## config.mk

```make
export PLATFORM = sky130hd
export DESIGN_NAME = word_serdes
export DESIGN_NICKNAME = d
export VERILOG_FILES = /design/src/rtl/word_serdes_pkg.sv /design/src/rtl/word_serdes_beat_counter.sv /design/src/rtl/word_serdes.sv
export SDC_FILE = /design/constraint.sdc
export NUM_CORES = 1
export LEC_CHECK = 0
export CAP_MARGIN = 25
export CORE_UTILIZATION = 50
export CTS_CLUSTER_SIZE = 30
export DETAILED_ROUTE_END_ITERATION = 7
export GPL_ROUTABILITY_DRIVEN = 0
export PLACE_DENSITY = 0.79
export SETUP_SLACK_MARGIN = 0.4
export SLEW_MARGIN = 40
export SYNTH_ARGS = -nofsm -noshare
export SYNTH_HDL_FRONTEND = slang
export SYNTH_SLANG_ARGS = --single-unit
```

## constraint.sdc

```tcl
create_clock -name clk -period 2.11 [get_ports clk]
set_input_delay 0.3165 -clock clk [delete_from_list [all_inputs] [get_ports clk]]
set_output_delay 0.3165 -clock clk [all_outputs]
set_load 0.05 [all_outputs]
```

## src/rtl/word_serdes_pkg.sv

```systemverilog
// Shared types and helpers for the word_serdes parallel<->serial converter pair.
package word_serdes_pkg;

    typedef logic [0:0] tx_state_t;

    localparam tx_state_t TX_IDLE = 1'b0;
    localparam tx_state_t TX_SEND = 1'b1;

    // Width of a counter that has to reach n-1; never narrower than one bit.
    function automatic int cnt_width(input int n);
        return (n <= 2) ? 1 : $clog2(n);
    endfunction

endpackage

```

## src/rtl/word_serdes_beat_counter.sv

```systemverilog
// Modulo-NUM_WORDS beat counter with wrap flag on the final beat of a word.
module beat_counter
    import word_serdes_pkg::*;
#(
    parameter int NUM_WORDS = 4
) (
    input  logic clk,
    input  logic i_reset,
    input  logic inc,
    input  logic clear,
    output logic wrap
);

    localparam int CW = cnt_width(NUM_WORDS);

    logic [CW-1:0] count;

    assign wrap = inc && (count == CW'(NUM_WORDS - 1));

    // NOTE: sequential state uses non-blocking assignments so every flop samples pre-edge values.
    always_ff @(posedge clk or negedge i_reset) begin
        if (!i_reset) begin
            count <= '0;
        end else if (clear || wrap) begin
            count <= '0;
        end else if (inc) begin
            count <= count + CW'(1);
        end
    end

endmodule

```

## src/rtl/word_serdes.sv

```systemverilog
// Word-level serializer (wide word -> WIDTH-bit beats) and independent deserializer.
module word_serdes
    import word_serdes_pkg::*;
#(
    parameter int WIDTH         = 8,
    parameter int NUM_WORDS     = 4,
    parameter bit LITTLE_ENDIAN = 1'b0
) (
    input  logic                       clk,
    input  logic                       i_reset,
    input  logic [WIDTH*NUM_WORDS-1:0] ser_i_data,
    input  logic                       ser_i_dv,
    output logic [WIDTH-1:0]           ser_o_data,
    output logic                       ser_o_dv,
    output logic                       ser_o_busy,
    input  logic [WIDTH-1:0]           des_i_data,
    input  logic                       des_i_dv,
    output logic [WIDTH*NUM_WORDS-1:0] des_o_data,
    output logic                       des_o_dv
);

    localparam int W = WIDTH * NUM_WORDS;

    // Beat that leaves first, and the word with that beat consumed.
    function automatic logic [WIDTH-1:0] lead_beat(input logic [W-1:0] w);
        return LITTLE_ENDIAN ? w[WIDTH-1:0] : w[W-1 -: WIDTH];
    endfunction

    function automatic logic [W-1:0] drop_beat(input logic [W-1:0] w);
        return LITTLE_ENDIAN ? (w >> WIDTH) : (w << WIDTH);
    endfunction

    // ---------------- serializer ----------------
    tx_state_t      tx_state;
    logic [W-1:0]   tx_shreg;
    logic           tx_wrap;
    logic           tx_accept;

    beat_counter #(.NUM_WORDS(NUM_WORDS)) u_tx_cnt (
        .clk     (clk),
        .i_reset (i_reset),
        .inc     (tx_state == TX_SEND),
        .clear   (tx_state == TX_IDLE),
        .wrap    (tx_wrap)
    );

    // A new word is taken when idle or while the last beat is on the wire.
    assign tx_accept  = ser_i_dv && ((tx_state == TX_IDLE) || tx_wrap);
    assign ser_o_busy = (tx_state == TX_SEND);

    always_ff @(posedge clk or negedge i_reset) begin
        if (!i_reset) begin
            tx_state   <= TX_IDLE;
            tx_shreg   <= '0;
            ser_o_data <= '0;
            ser_o_dv   <= 1'b0;
        end else if (tx_accept) begin
            tx_state   <= TX_SEND;
            tx_shreg   <= drop_beat(ser_i_data);
            ser_o_data <= lead_beat(ser_i_data);
            ser_o_dv   <= 1'b1;
        end else if (tx_state == TX_SEND) begin
            if (tx_wrap) begin
                tx_state <= TX_IDLE;
                ser_o_dv <= 1'b0;
            end else begin
                tx_shreg   <= drop_beat(tx_shreg);
                ser_o_data <= lead_beat(tx_shreg);
            end
        end
    end

    // ---------------- deserializer ----------------
    logic [W-1:0] rx_shreg;
    logic [W-1:0] rx_next;
    logic         rx_wrap;

    beat_counter #(.NUM_WORDS(NUM_WORDS)) u_rx_cnt (
        .clk     (clk),
        .i_reset (i_reset),
        .inc     (des_i_dv),
        .clear   (1'b0),
        .wrap    (rx_wrap)
    );

    // Earlier beats migrate toward the end of the word where the first beat belongs.
    assign rx_next = LITTLE_ENDIAN ? {des_i_data, rx_shreg[W-1:WIDTH]}
                                   : {rx_shreg[W-WIDTH-1:0], des_i_data};

    always_ff @(posedge clk or negedge i_reset) begin
        if (!i_reset) begin
            rx_shreg   <= '0;
            des_o_data <= '0;
            des_o_dv   <= 1'b0;
        end else begin
            des_o_dv <= rx_wrap;
            if (des_i_dv) begin
                rx_shreg <= rx_next;
            end
            if (rx_wrap) begin
                des_o_data <= rx_next;
            end
        end
    end

endmodule

```

==> results.toml <==
[power_and_ir_drop]
peakVddDrop_uv = 793
power_density_mw_per_mm2 = 1470
power_leakage_nw = 2.43

[detailed_routing]
wl_per_cell_um = 15.5
drt_iter0_drc = 63
drc = 0
drt-total-wl_mm = 6.84
first_pass_iters = 3
detail-route-antenna-nets = 0
vias_per_cell = 4.97
vias = 2198

[layout]
diodes = 0
stdcell_area_mm2 = 0.00515
drive_gt1_frac = 0.391
multi_input_area_mm2 = 0.00153
finalNetCount = 381
regArea_mm2 = 0.00238
syn2layout_area_growth_pct = 27.9
fillers = 607

[logic_synthesis]
yosysWarnings = 0
synth_cells = 243
async_flop_share = 1.00
netlist_area_mm2 = 0.00403
synth_area_leader_cell = "dfrtp_1"
avgSynthCellArea_um2 = 16.6
synth_cell_types = 18
synth-edff-count = 0
synth_ff_type = "dfrtp_1"
syn_nets = 289
ys_ff_latch = 95
synth_area_leaders = "dfrtp_1 59%, mux2_2 19%, mux2_4 14%, mux2i_1 2.0%, buf_12 0.99%"
synth_top_area_frac = 0.591
synth_seq_area_share = 0.591
synth_common_cells = "95 x dfrtp_1, 68 x mux2_2, 38 x mux2_4, 10 x nor2_1, 8 x mux2i_1"
yosysMostFrequentCell = "dfrtp_1"

[floorplanning]
die_w_um = 91.7
core_area_mm2 = 0.00777
dieArea_mm2 = 0.00841
row_count = 32
die_h_um = 91.7
pin_count = 87
start_util = 0.518

[placement]
placed_cell_area_mm2 = 0.00499
post-place-ws_ps = 436
portBuffers = 86
dp_hpwl_mm = 4.71

[global_routing]
grt_pass1_vias = 2303
antenna_found_initial = 0
grt_pass1_wl_mm = 11.4
grt-ovfl-total = 0
grt_max_degree = 50
gr-usage-all-layers = 0.177

[run_status]
status = "finished clean"

[clocking]
cts_root_buf = "clkbuf_8"
cts_setup_buffers = 0
worstSkewPairLatency_ps = 350
cts_tree = "built"
clockBufferDepth = 2
cts.sinks = 95
cts-buffers-inserted = 9
cts.clk_slew.worst_paths_ps = 80
h-tree-depth = 3

[timing]
finalMaxSlewViolations = 0
holdWs_ps = 431
max_slew_margin = 0.575
tightest_slew_ps = 636
timing.final.ws_setup_ps = 460
finalCriticalPeriod_ps = 1650
skew_ps = 12.1
hold_viol_final = 0
setup_viol = 0
clock.fmax_mhz = 606
fin_crit_sh = 0.782
finalSetupTns_ps = 0
rsz0062_at_grt = "yes"

[setup_path]
crit_slowest_cell = "dlygate4sd2_1"
critical-path-max-stage-delay_ps = 560
criticalPathCategory = "reg2out"
crit_family = "buffers and inverters"
required_ps = 1790
arrival_ps = 1330
worstPathMaxFanout = 4
cp-end-kind = "output pin"
crit_chain = "dlygate4sd2_1"
start_kind = "flop"
crit_buf_inv = 1

[min_path]
hp-class = "in2reg"

[run]
maxCapViolCount = 0
-- final cells by class --
cell class / count / share of cell area
multi-input cells: 133 / 0.298
well taps: 102 / 0.0248
flip-flops and latches: 95 / 0.462
repair buffers: 95 / 0.176
inverters: 1 / 0.000729
clock buffers: 10 / 0.0248
clock inverters: 6 / 0.0136
-- layout by cell type, fill, tap and decap left out, drive strengths merged --
cell type      synthesis  routed
clkinvlp               0       3
ha                     2       2
clkinv                 0       1
dlygate4sd2            0      43
bufinv                 0       1
clkdlybuf4s50          0      41
nand2                  1       1
o22a                   1       1
clkbuf                 1      10
dfrtp                 95      95
nand2b                 2       2
mux2                 106     106
inv                    1       2
and2                   1       1
nor2b                  1       1
nor2                  10      10
a21boi                 1       1
buf                   13      10
mux2i                  8       8
dlygate4sd3            0       1
-- layer usage --
layer,vias up,part of all wire,global-route usage
met5,-,0,0
met4,0,0.017,0.0690
met3,9,0.029,0.0398
met2,43,0.47,0.272
met1,1104,0.48,0.248
li1,1042,-,-
-- path summary, 6_finish.rpt --
| check | startpoint | end | slack, ps | cells after the start |
|---|---|---|---|---|
| setup / recovery | ser_o_busy | ser_o_busy | 460 | 1 |
| hold / removal | ser_i_dv | ser_o_dv | 430 | 2 |
| setup reg to reg | u_tx_cnt.count[0] | tx_shreg[23] | 620 | 4 |
| hold reg to reg | u_tx_cnt.count[0] | u_tx_cnt.count[0] | 440 | 1 |
| max in group asynchronous | i_reset | tx_shreg[23] | 930 | 3 |
| min in group asynchronous | i_reset | des_o_data[26] | 520 | 2 |
-- cell families (layout without fill, tap and decap cells) --
kind of cell | count (synthesis) | after routing | synth area share
simple gates | 15 | 15 | 0.0171
fa+ha+maj | 2 | 2 | 0.00622
buf+inv | 15 | 112 | 0.0302
compound gates | 2 | 2 | 0.00404
mux | 114 | 114 | 0.352
flops | 95 | 95 | 0.591
-- what timing repair did --
item,in CTS,in global routing
cloned,0,0
pin swaps,0,0
hold buffers,1,0
resized for setup,43,1
setup endpoints to repair,43,10
hold endpoints to repair,46,0
-- registers in the layout, indices dropped and copies added, names as in the netlist --
| name | flops |
|---|---|
| des_o_data | 32 |
| des_o_dv | 1 |
| rx_shreg | 24 |
| ser_o_busy | 1 |
| ser_o_data | 8 |
| ser_o_dv | 1 |
| tx_shreg | 24 |
| u_rx_cnt.count | 2 |
| u_tx_cnt.count | 2 |
-- through the flow --
step / cells / utilization / total power [mW]
after floorplan: 243 / - / 5.53
after global placement: 425 / 0.642 / 6.63
after detailed placement: 425 / 0.642 / 6.72
after CTS: 442 / 0.662 / 7.61
after global routing: 442 / 0.663 / 7.92
final: 442 / 0.663 / 7.54
-- power by group --
part	switching [mW]	internal, mW
sequential	0.336	2.47
clock	0.611	0.554
combinational	2.12	1.45
No activity file was read; power rests on OpenSTA's default activity.
